`src/rtl/vga_bounce_box.sv`:
```
// Pixel-colour stage: draws a bouncing solid box over a background colour.
// Box position steps once per frame and reflects off the visible-area edges.
module vga_bounce_box #(
  parameter int          HVALID  = 640,
  parameter int          VVALID  = 480,
  parameter int          BOX_W   = 32,
  parameter int          BOX_H   = 32,
  parameter int          STEP_X  = 2,
  parameter int          STEP_Y  = 1,
  parameter int          X0      = 0,
  parameter int          Y0      = 0,
  parameter logic [11:0] BOX_RGB = 12'hF00,
  parameter logic [11:0] BG_RGB  = 12'h00F
) (
  input  logic       CLK,
  input  logic       RST_N,
  input  logic       PIX_CE,
  input  logic [9:0] PIX_X,
  input  logic [9:0] PIX_Y,
  input  logic       PIX_ACTIVE,
  input  logic       FRAME_TICK,
  output logic [3:0] VGA_R,
  output logic [3:0] VGA_G,
  output logic [3:0] VGA_B,
  output logic [9:0] BOX_X,
  output logic [9:0] BOX_Y,
  output logic [7:0] BOUNCE_CNT
);

  localparam logic [10:0] LX  = 11'(HVALID - BOX_W);
  localparam logic [10:0] LY  = 11'(VVALID - BOX_H);
  localparam logic [10:0] SX  = 11'(STEP_X);
  localparam logic [10:0] SY  = 11'(STEP_Y);
  localparam logic [10:0] BW  = 11'(BOX_W);
  localparam logic [10:0] BH  = 11'(BOX_H);
  localparam logic [9:0]  RX  = 10'(X0);
  localparam logic [9:0]  RY  = 10'(Y0);

  logic [9:0]  box_x_q, box_y_q;
  logic        dx_neg_q, dy_neg_q;
  logic [7:0]  cnt_q;
  logic [11:0] rgb_q;

  logic [10:0] px, py, bx, by;
  logic        in_box;
  logic [11:0] rgb_d;
  logic [10:0] x_nxt, y_nxt;
  logic        x_bnc, y_bnc;

  // 11-bit compares so box_x + BOX_W never wraps at 1023
  always_comb begin
    px     = {1'b0, PIX_X};
    py     = {1'b0, PIX_Y};
    bx     = {1'b0, box_x_q};
    by     = {1'b0, box_y_q};
    in_box = (px >= bx) && (px < bx + BW) &&
             (py >= by) && (py < by + BH);
    rgb_d  = 12'h000;
    unique case (1'b1)
      !PIX_ACTIVE:           rgb_d = 12'h000;
      PIX_ACTIVE && in_box:  rgb_d = BOX_RGB;
      PIX_ACTIVE && !in_box: rgb_d = BG_RGB;
      default:               rgb_d = 12'h000;
    endcase
  end

  always_comb begin
    x_nxt = bx;
    x_bnc = 1'b0;
    if (!dx_neg_q) begin
      if (bx + SX >= LX) begin
        x_nxt = LX;
        x_bnc = 1'b1;
      end else begin
        x_nxt = bx + SX;
      end
    end else if (bx <= SX) begin
      x_nxt = 11'd0;
      x_bnc = 1'b1;
    end else begin
      x_nxt = bx - SX;
    end
  end

  always_comb begin
    y_nxt = by;
    y_bnc = 1'b0;
    if (!dy_neg_q) begin
      if (by + SY >= LY) begin
        y_nxt = LY;
        y_bnc = 1'b1;
      end else begin
        y_nxt = by + SY;
      end
    end else if (by <= SY) begin
      y_nxt = 11'd0;
      y_bnc = 1'b1;
    end else begin
      y_nxt = by - SY;
    end
  end

  // pixel compare above uses the pre-update position on a tick edge
  always_ff @(posedge CLK or negedge RST_N) begin
    if (!RST_N) begin
      box_x_q  <= RX;
      box_y_q  <= RY;
      dx_neg_q <= 1'b0;
      dy_neg_q <= 1'b0;
      cnt_q    <= 8'd0;
      rgb_q    <= 12'h000;
    end else if (PIX_CE) begin
      rgb_q <= rgb_d;
      if (FRAME_TICK) begin
        box_x_q  <= x_nxt[9:0];
        box_y_q  <= y_nxt[9:0];
        dx_neg_q <= dx_neg_q ^ x_bnc;
        dy_neg_q <= dy_neg_q ^ y_bnc;
        if (x_bnc || y_bnc)
          cnt_q <= cnt_q + 8'd1;
      end
    end
  end

  assign VGA_R      = rgb_q[11:8];
  assign VGA_G      = rgb_q[7:4];
  assign VGA_B      = rgb_q[3:0];
  assign BOX_X      = box_x_q;
  assign BOX_Y      = box_y_q;
  assign BOUNCE_CNT = cnt_q;

endmodule
```
`config.mk`:
```
export PLATFORM = sky130hd
export DESIGN_NAME = vga_bounce_box
export DESIGN_NICKNAME = d
export VERILOG_FILES = /design/src/rtl/vga_bounce_box.sv
export SDC_FILE = /design/constraint.sdc
export NUM_CORES = 1
export LEC_CHECK = 0
export ABC_AREA = 1
export CORE_ASPECT_RATIO = 0.9
export CORE_UTILIZATION = 45
export CTS_CLUSTER_SIZE = 28
export DETAILED_ROUTE_END_ITERATION = 8
export GPL_TIMING_DRIVEN = 1
export PLACE_DENSITY_LB_ADDON = 0.3
export SYNTH_ARGS = -nofsm -noshare
export SYNTH_HDL_FRONTEND = slang
export SYNTH_SLANG_ARGS = --single-unit
```
`constraint.sdc`:
```
create_clock -name CLK -period 2 [get_ports CLK]
set_input_delay 0.3 -clock CLK [delete_from_list [all_inputs] [get_ports CLK]]
set_output_delay 0.3 -clock CLK [all_outputs]
set_load 0.01 [all_outputs]
```
* Word level (Yosys, flattened, before mapping)
Cells that the tools add are included.
W data, S select, Z words.
** Word-level totals
- Register bits :: 42
- Word-level logic and storage cells :: 45
** Operators by class
- Bitwise gates (word level) :: 2
- Add/sub/neg operators :: 7
- Mux-type cells :: 13
- Reductions and logical operators :: 9
- Order comparisons :: 8
** Operators by type and width (number)
- $mux W10 :: 6
- $pmux W12 S2 :: 1
- $add A10 B6 Y11 const B :: 2
- $lt A10 B11 Y1 :: 2
- $ge A10 B10 Y1 :: 2
- $add A10 B1 Y11 const B :: 1
- $add A10 B2 Y11 const B :: 1
- $ge A11 B10 Y1 const B :: 1
- $ge A11 B9 Y1 const B :: 1
- $le A10 B1 Y1 const B :: 1
- $le A10 B2 Y1 const B :: 1
- $sub A10 B1 Y10 const B :: 1
- $sub A10 B2 Y10 const B :: 1
- $add A8 B1 Y8 const B :: 1
- $mux W1 :: 6
- $logic_and A1 B1 Y1 :: 5
- $reduce_and A3 Y1 :: 1
- $reduce_and A2 Y1 :: 1
- $xor A1 B1 Y1 :: 2
- $logic_not A1 Y1 :: 1
- $logic_or A1 B1 Y1 :: 1

* Logic depth before layout (Yosys ltp)
Gate-level depths: netlist (run 1).
- Depth after elaboration :: 8
- Gate-level depth with buffers :: 17

* Worst setup path before layout (run 1)
Ideal clock, no wire load.
- Path kind :: reg2reg
- Start point :: reg box_x_q[5] (netlist: BOX_X[5])
- End point :: reg rgb_q[3]
- Arrival time :: 1.808 ns
- Stages on the path, launching flop included :: 13
- Path slack :: 0.075 ns
- Library setup time :: 0.116 ns
- Clock period less this slack :: 1.925 ns
- Buffers on the path :: 0
- Cells stage by stage :: dfrtp_1 inv_1 ha_1 inv_1 ha_1 a21oi_1 o21ai_0 nand2_1 nand3_1 nor2_1 nand3_1 nand2_1 nand2_1
** Between the ends
- Cells in the longest elaborated chain, start to end :: 8
- Elaborated cells on any way between the ends :: 10
** Ends and longest elaborated chain
- start: declaration :: line 39 : logic [9:0] box_x_q, box_y_q;
- start signal: assignment :: line 115 : box_x_q <= x_nxt[9:0];
- $add A10 B6 Y11 :: line 56 : in_box = (px >= bx) && (px < bx + BW) &&
- $lt A10 B11 Y1 :: line 56
- $logic_and A1 B1 Y1 (*) (2 in series) :: line 56
- $logic_and A1 B1 Y1 (*) :: line 57 : (py >= by) && (py < by + BH);
- $logic_not A1 Y1 :: line 62 : PIX_ACTIVE && !in_box: rgb_d = BG_RGB;
- $logic_and A1 B1 Y1 :: line 62
- $pmux W12 S2 (*) :: line 59 : unique case (1'b1)
- end signal: assignment :: line 113 : rgb_q <= rgb_d;
- end: declaration :: line 42 : logic [11:0] rgb_q;
Mark *: on every way between the ends. The rest lies on a longest branch, timed or not.
A chain may end at the register's enable or synchronous reset.

* Worst setup path after layout (run 1)
- Start point :: reg box_x_q[6] (netlist: BOX_X[6])
- End point :: reg rgb_q[3]
Same word-level chain as after synthesis.

==> results.toml, run 1 <==
[outcome]
outcome = "completed"

[synth]
synth_top_family_by_area = "simple AND/OR/NAND/NOR gates"
synth-simple-area-share_pct = 31.65
synthAdderAreaFrac_pct = 15.63
synth_flop_cell = "dfrtp_1"
synthArstFlopShare_pct = 100.0
syn_area_mm2 = 0.003202
synth-seq-cells = 31
synth_top_area_share_pct = 24.23
synth_cell_types = 34
synthMuxAreaShare_pct = 0
synth_compound_area_share_pct = 11.37
yosys.area_share.xor_xnor_pct = 6.839
syn_avg_cell_area_um2 = 6.991
synthTopCellsByArea = "dfrtp_1, ha_1, nand2_1, xor2_1, nand3_1"
yosysWarnings = 0
yosysSeqAreaShare_pct = 24.23
yosys.area.top_type = "dfrtp_1"
synth_edf_count = 0
syn_inst = 458

[worst_setup_path]
max_stage_delay_ps = 440
critical_path_class = "reg2reg"
startpoint_type = "register"
crit_path_end_kind = "register"
cp.arrival_ps = 2180
path_buf_inv = 0
slowest_stage = "dfrtp_2"
cp.required_ps = 2190
crit_family = "simple AND/OR/NAND/NOR gates"
critical_path.cell_chain = "nand2_2, nor2_2, xor2_1, ha_1, a21oi_1, o21a_1, nand3_1, nor2_2, nand3_1, nand2_1, nand2_1"
worstPathMaxFanout = 4

[sta]
max_freq_mhz = 503.7
slew_viol_final = 0
rsz0062_at_grt = "yes"
whs_ps = 404.2
hold_viol = 0
fin_crit_ps = 1985
finalSetupViolCount = 0
tns_ps = 0
fin_skew_ps = 9.226
timing.final.crit_share_pct = 99.26

[placement]
gp_congestion = 0.8832
io_buffers = 58
dp_hpwl_um = 6583
dpl_cell_area_mm2 = 0.003998
dp_cells = 619

[clock_network]
clock_path_buffers = 2
htreeDepth = 2
root_buffer = "clkbuf_8"
clock-sinks = 31
clk_pin_slew_worst_paths_ps = 80
numCtsBuffers = 5
cts_tree = "yes"
clkLatencyLatePin_ps = 290

[drt]
ant_nets = 0
drtIter0Drc = 193
wirelength_um = 8824
avgRoutedWirePerCell_um = 13.87
vias = 3405
viasPerCell = 5.354
drt_pass1_iterations = 5
drc = 0

[die]
ioPinCount = 65
std_cell_rows = 28
die_width_um = 90.92
dieArea_mm2 = 0.007457
floorplan.initialDensity_pct = 47.60
core_mm2 = 0.006726
die_y_um = 82.03

[run]
max-cap-violations = 0

[pwr]
p_switching_w = 0.003196
p_comb_share_pct = 71.7
power.density_mw_per_mm2 = 1495
pwr-share-clk_pct = 9.0
p_int_w = 0.003276
ir_worst_vdd_v = 0.0008358
sequentialPowerShare_pct = 19.3
p_sw_share_pct = 49.38
p_leak_nw = 2.083

[grt]
overflow = 0
grt_max_degree = 32
grt_pass1_vias = 3259
grt_pass1_wl_um = 14320
grt_antenna_before_repair = 0
grt_usage_pct = 23.84

[finish]
area_delta_synth_final_pct = 35.21
fin_cells = 636
layout_common_cells = "nand2_1, clkdlybuf4s50_1, buf_4, inv_1"
final_area_mm2 = 0.004329
layout.nets = 610
utilization_pct = 64.36
layout_commonest_cell = "nand2_1"
n_antenna_cell = 0
drive_gt1_share_pct = 19.60

[min_path]
worstHoldPathType = "in2async"
layer usage:
| metal | routed length (um) | up-vias | track usage, % |
|---|---|---|---|
| met4 | 241 | 0 | 9.365 |
| met1 | 3692 | 1569 | 28.84 |
| met2 | 4305 | 134 | 43.26 |
| li1 | - | 1676 | - |
| met3 | 585 | 26 | 3.519 |
| met5 | 0 | - | 0 |
state kept, by name (all words and copies together), names as in the netlist:
| register | flops |
|---|---|
| BOUNCE_CNT | 8 |
| BOX_X | 9 |
| BOX_Y | 10 |
| dx_neg_q | 1 |
| dy_neg_q | 1 |
| rgb_q | 2 |
worst paths after layout:
path	start	endpoint	slack, ps	depth (start not counted)
min reg2reg	BOUNCE_CNT[4]$_DFFE_PN0P_	BOUNCE_CNT[4]$_DFFE_PN0P_	500	2
min in group CLK	BOUNCE_CNT[4]$_DFFE_PN0P_	BOUNCE_CNT[4]$_DFFE_PN0P_	500	2
max in group asynchronous	RST_N	BOX_Y[2]$_DFFE_PN0P_	1250	2
max	BOX_X[6]$_DFFE_PN0P_	rgb_q[3]$_DFFE_PN0P_	10	11
min	RST_N	BOX_X[5]$_DFFE_PN0P_	400	2
max reg2reg	BOX_X[6]$_DFFE_PN0P_	rgb_q[3]$_DFFE_PN0P_	10	11
power groups by stage:
stage	Sequential [W]	Combinational, W	Clock [W]
detailed placement	0.00120	0.00412	0
finish	0.00125	0.00464	0.000581
floorplan	0.00125	0.00257	0
CTS	0.00119	0.00420	0.000586
global placement	0.00119	0.00400	0
global route	0.00129	0.00518	0.000614
kinds of logic after synthesis:
kind of cell | after synthesis
other | 1
flip-flops | 31
adder cells (fa/ha/maj) | 40
AND/OR/NAND/NOR | 226
AO/OA/AOI/OAI | 65
buffers and inverters | 70
XOR/XNOR | 25
timing repair:
action	CTS	global route
hold buffers	0	0
pin swaps	1	16
resized for setup	5	38
setup endpoints to repair	1	17
gates cloned	0	1
buffers inserted	1	7
synthesized netlist by cell type, types with 6 or more instances:
cell type and number:
nor2_1 39, nand4_1 10, nor4_1 6, inv_2 9, nand3_1 38, inv_1 39, a21oi_1 26, nand2_1 112
buf_4 14, ha_1 40, o21ai_0 20, xor2_1 24, dfrtp_1 31, a22oi_1 6
layout make-up:
cell class / instances / area [um^2]
Timing Repair Buffer: 97 / 877.1
Fill cell: 590 / 2397
Multi-Input combinational cell: 362 / 2272
Sequential cell: 31 / 783.3
Tap cell: 90 / 112.6
Inverter: 48 / 180.2
Clock inverter: 1 / 7.507
Clock buffer: 7 / 96.34
through the flow:
step                      total power [W]  setup WS [ps]
after floorplan                  0.003825          75.27
after global placement           0.005194         -12.01
after detailed placement         0.005319         -78.07
after CTS                        0.005969          7.933
after global routing             0.007085         -124.7
final                            0.006473          14.75
Power figures use the tool's default switching activity.
==> run 2, diff against run 1 <==
--- a/config.mk
+++ b/config.mk
@@ -7,7 +7,7 @@
 export LEC_CHECK = 0
 export ABC_AREA = 1
 export CORE_ASPECT_RATIO = 0.9
-export CORE_UTILIZATION = 45
+export CORE_UTILIZATION = 53
 export CTS_CLUSTER_SIZE = 28
 export DETAILED_ROUTE_END_ITERATION = 8
 export GPL_TIMING_DRIVEN = 1
==> run 2 against run 1 <==
  * Critical endpoint unchanged
  * Die area shrank 15%
  * Final cell count shrank 4.1%
  * Critical path type unchanged
  * Largest power group unchanged
  * Maximum frequency grew 1.4%
  * The run now ends with design-rule violations left
  * Combinational power is essentially flat
  * Highest routed layer unchanged
==> results.toml, run 2 (synthesis gave the netlist of run 1 again) <==
[outcome]
outcome = "finished with violations"
violations = "design-rule violations"

[worst_setup_path]
crit_family = "simple AND/OR/NAND/NOR gates"
cp.arrival_ps = 2140
ff2ff_path_depth = 11
critical_path.cell_chain = "nand2_2, nor2_2, xor2_1, ha_1, a21oi_2, o21a_1, nand3_2, nor2_4, nand3_1, nand2_1, nand2_1"
path_common_cell = "nand2_1"
slowest_stage = "dfrtp_2"
critical_path_class = "reg2reg"
rrSetupSlack_ps = 40
startpoint_type = "register"
path_buf_inv = 0
crit_path_start = "BOX_X[6]$_DFFE_PN0P_"
cp.required_ps = 2180
crit_path_end_kind = "register"
timing.rr.start = "BOX_X[6]$_DFFE_PN0P_"
crit_cells = 11
crit_end = "rgb_q[3]$_DFFE_PN0P_"
r2r-end = "rgb_q[3]$_DFFE_PN0P_"
max_stage_delay_ps = 430
worstPathMaxFanout = 4

[sta]
finalSetupViolCount = 0
tns_ps = 0
rsz0062_at_grt = "yes"
timing.final.crit_share_pct = 97.85
hold_viol = 0
max_freq_mhz = 511.0
slew_viol_final = 0
fin_skew_ps = 8.391
fin_crit_ps = 1957

[grt]
grt_antenna_before_repair = 0
grt_max_degree = 32
grt_usage_pct = 27.99
grt_pass1_vias = 3127
overflow = 0
grt_pass1_wl_um = 14080

[drt]
drc = 9
drt_pass1_iterations = 8
viasPerCell = 5.605
ant_nets = 0
wirelength_um = 8813
drtIter0Drc = 236
vias = 3419
avgRoutedWirePerCell_um = 14.45

[clock_network]
clock_path_buffers = 2
cts_tree = "yes"
numCtsBuffers = 5
clkLatencyLatePin_ps = 290
root_buffer = "clkbuf_8"
ctsHoldBuffers = 0
htreeDepth = 2
clock-sinks = 31
clk_pin_slew_worst_paths_ps = 70

[finish]
drive_gt1_share_pct = 18.52
largest_register_ffs = 10
layout_common_cells = "nand2_1, clkdlybuf4s50_1, inv_1, ha_1, nor2_1"
area_delta_synth_final_pct = 33.53
nFillCells = 433
final_area_mm2 = 0.004275
layout.nets = 604
n_antenna_cell = 0
layout_commonest_cell = "nand2_1"

[pwr]
p_comb_share_pct = 70.4
p_leak_nw = 2.076
pwr-share-clk_pct = 10.1
sequentialPowerShare_pct = 19.5
power.density_mw_per_mm2 = 1534
p_switching_w = 0.003236
p_int_w = 0.003321
ir_worst_vdd_v = 0.0007467
p_sw_share_pct = 49.35

[die]
ioPinCount = 65
core_mm2 = 0.005758
die_y_um = 75.74
dieArea_mm2 = 0.006356
floorplan.initialDensity_pct = 55.61
std_cell_rows = 26
die_width_um = 83.93

[placement]
dp_hpwl_um = 6433
dpl_cell_area_mm2 = 0.003935
gp_congestion = 0.9065
io_buffers = 58

[min_path]
worstHoldPathType = "in2async"

[run]
max-cap-violations = 0
-- run 2: cell count changes in the layout (fill, tap and decap cells not counted), moves of 2 or more --
cell     previous run  this run
buf_4              38        32
nor2_2             10         6
nor2_1             31        34
ha_1               34        36
nand3_1            34        32
nand3_2             5         7
-- run 2: area by class of cell --
cell class / instances / area, um^2 / share of cell area [%]
multi-input combinational: 362 / 2271 / 53.12
tap: 70 / 87.58 / 2.049
sequential: 31 / 784.5 / 18.35
inverter: 48 / 182.7 / 4.273
timing repair buffer: 91 / 832.0 / 19.46
clock inverter: 2 / 35.03 / 0.8194
clock buffer: 6 / 82.58 / 1.932
-- run 2: per-layer routing --
layer | global-route usage, % | part of all wire, % | vias to the layer above
met5 | 0 | 0 | -
met4 | 8.046 | 1.2 | 0
met3 | 3.467 | 5.7 | 15
met2 | 53.10 | 52 | 135
met1 | 34.11 | 42 | 1604
li1 | - | - | 1665
-- run 2: worst min-delay path by stage --
stage                              startpoint                   endpoint
floorplan                               RST_N  BOUNCE_CNT[0]$_DFFE_PN0P_
global placement    BOUNCE_CNT[4]$_DFFE_PN0P_  BOUNCE_CNT[4]$_DFFE_PN0P_
CTS                                     RST_N       BOX_Y[5]$_DFFE_PN0P_
detailed placement  BOUNCE_CNT[5]$_DFFE_PN0P_  BOUNCE_CNT[5]$_DFFE_PN0P_
finish                                  RST_N       BOX_X[9]$_DFFE_PN0P_
global route                            RST_N       BOX_X[9]$_DFFE_PN0P_
-- run 2: power by group through the flow --
stage | Clock (W) | Sequential (W) | Combinational [W]
2_1_floorplan | 0 | 0.00125 | 0.00257
3_3_place_gp | 0 | 0.00120 | 0.00392
3_5_place_dp | 0 | 0.00121 | 0.00406
4_1_cts | 0.000668 | 0.00120 | 0.00415
5_1_grt | 0.000702 | 0.00131 | 0.00511
6_report | 0.000664 | 0.00128 | 0.00461
-- run 2: stage by stage --
| stage | util (%) | cells | setup WS [ps] | total power [W] | hold slack, ps |
|---|---|---|---|---|---|
| 2_1_floorplan | - | 462 | 75.27 | 0.003825 | 4.409 |
| 3_3_place_gp | 68.34 | 594 | -24.23 | 0.005115 | 481.5 |
| 3_5_place_dp | 68.34 | 594 | -60.15 | 0.005271 | 509.7 |
| 4_1_cts | 70.82 | 604 | 6.650 | 0.006022 | 421.7 |
| 5_1_grt | 74.25 | 610 | -87.16 | 0.007118 | 439.2 |
| 6_report | 74.25 | 610 | 43.09 | 0.006557 | 401.9 |
-- run 2: timing repair --
item | in CTS | in global routing
gates resized for setup | 4 | 42
endpoints found under the setup margin | 5 | 17
cloned | 0 | 1
buffers inserted | 2 | 5
hold endpoints to repair | 0 | 0
pin swaps | 0 | 14
==> run 3, diff against run 2 <==
--- a/config.mk
+++ b/config.mk
@@ -15,3 +15,4 @@
 export SYNTH_ARGS = -nofsm -noshare
 export SYNTH_HDL_FRONTEND = slang
 export SYNTH_SLANG_ARGS = --single-unit
+export TNS_END_PERCENT = 30
==> run 3 against run 2 <==
  * The flow still finishes with violations (design-rule violations)
  * Clock skew decreased by 1.2 ps
  * Critical path depth increased by 1
  * Die area stayed put
  * Combinational power about the same
  * Final cell count decreased by 0.16%
  * Via count rose by 0.35%
  * Highest routed layer unchanged
  * Critical path type unchanged
  * Core utilization down 0.17 points
  * Sequential share of layout area about the same
==> results.toml, run 3 (synthesis gave the netlist of run 1 again) <==
[worst_setup_path]
crit_path_end_kind = "register"
slowest_stage = "dfrtp_2"
path_common_cell = "nand2_1"
cp.arrival_ps = 2140
path_buf_inv = 2
crit_family = "adder cells"
cp.required_ps = 2180
max_stage_delay_ps = 420
startpoint_type = "register"
worstPathMaxFanout = 4
critical_path.cell_chain = "inv_2, ha_1, inv_1, ha_1, a21oi_2, o21ai_1, nand2_1, nand3_2, nor2_4, nand3_1, nand2_1, nand2_1"
critical_path_class = "reg2reg"

[finish]
layout.nets = 603
utilization_pct = 74.08
final_area_mm2 = 0.004265
area_delta_synth_final_pct = 33.22
layout_common_cells = "nand2_1, clkdlybuf4s50_1, inv_1, ha_1, nor2_1"
n_antenna_cell = 0
drive_gt1_share_pct = 18.37
layout_commonest_cell = "nand2_1"
largest_register_ffs = 10

[pwr]
ir_worst_vdd_v = 0.0007490
power.density_mw_per_mm2 = 1534
p_leak_nw = 2.071
finalPower_w = 0.006542

[drt]
drtIter0Drc = 235
drt_pass1_iterations = 8
avgRoutedWirePerCell_um = 14.43
ant_nets = 0
drc = 8
vias = 3431
wirelength_um = 8786
viasPerCell = 5.634

[die]
dieArea_mm2 = 0.006356
die_width_um = 83.93
core_mm2 = 0.005758
die_y_um = 75.74
floorplan.initialDensity_pct = 55.61
ioPinCount = 65
std_cell_rows = 26

[sta]
timing.final.crit_share_pct = 98.18
finalSetupViolCount = 0
fin_ws_ps = 36.32
max_freq_mhz = 509.2
fin_crit_ps = 1964
hold_viol = 0
slew_viol_final = 0
fin_skew_ps = 7.166
rsz0062_at_grt = "yes"

[clock_network]
clk_pin_slew_worst_paths_ps = 70
clock_path_buffers = 2
cts_tree = "yes"
htreeDepth = 2
numCtsBuffers = 5
clkLatencyLatePin_ps = 290
clock-sinks = 31
root_buffer = "clkbuf_8"

[grt]
grt_antenna_before_repair = 0
grt_pass1_wl_um = 14080
grt_pass1_vias = 3127
grt_max_degree = 32
grt_usage_pct = 27.99
overflow = 0

[placement]
dpl_cell_area_mm2 = 0.003935
gp_congestion = 0.9065
pre_cts_slack_ps = -60.15
dp_hpwl_um = 6433
io_buffers = 58

[min_path]
worstHoldPathType = "in2async"

[run]
max-cap-violations = 0

[outcome]
outcome = "finished with violations"
violations = "design-rule violations"
-- run 3: through the flow --
stage                     cells  setup TNS, ps  hold WS [ps]
after CTS                   604              0         421.7
after floorplan             462              0         4.409
final                       609              0         401.1
after global placement      594         -24.23         481.5
after global routing        609         -102.4         439.2
after detailed placement    594         -74.18         509.7
-- run 3: layer usage --
metal	vias up	GRT usage [%]	routed length [um]
li1	1669	-	-
met1	1599	34.11	3592
met2	149	53.10	4495
met3	14	3.467	551
met4	0	8.046	146
met5	-	0	0
-- run 3: final cells by class --
type	count	area, um^2
clock buffers	6	82.58
clock inverters	2	35.03
fillers	438	1493
inverters	48	180.2
multi-input cells	362	2271
flip-flops and latches	31	784.5
well taps	70	87.58
repair buffers	90	824.5
-- run 3: repair_timing --
action / in CTS / in global routing
buffers inserted: 2 / 4
gates cloned: 0 / 1
hold buffers: 0 / 0
resized for setup: 4 / 41
pin swaps: 0 / 13
setup endpoints to repair: 5 / 17
-- run 3: worst paths after layout --
kind                                                start                        end  slack, ps  cells past startpoint
worst max-delay path                 BOX_X[5]$_DFFE_PN0P_       rgb_q[3]$_DFFE_PN0P_         40                     12
worst min-delay path                                RST_N       BOX_X[9]$_DFFE_PN0P_        400                      2
worst max register to register       BOX_X[5]$_DFFE_PN0P_       rgb_q[3]$_DFFE_PN0P_         40                     12
worst min register to register  BOUNCE_CNT[4]$_DFFE_PN0P_  BOUNCE_CNT[4]$_DFFE_PN0P_        510                      2
max in group asynchronous                           RST_N       BOX_Y[4]$_DFFE_PN0P_       1270                      2
min in group CLK                BOUNCE_CNT[4]$_DFFE_PN0P_  BOUNCE_CNT[4]$_DFFE_PN0P_        510                      2
-- run 3: worst reg2reg max path, delay by kind of cell, from the launching register on --
family	cells	cell delay, ps
buffers and inverters	2	130
adders and majority gates	2	570
and+or+nand+nor	6	520
AOI/OAI and AO/OA	2	200
DFF	1	420
-- run 3: where the power goes --
| group | total [W] | switching, W | leakage [nW] | internal, W |
|---|---|---|---|---|
| clock | 0.000660 | 0.000257 | 0.0612 | 0.000403 |
| sequential | 0.00127 | 0.000392 | 0.367 | 0.000880 |
| combinational | 0.00461 | 0.00257 | 1.64 | 0.00204 |
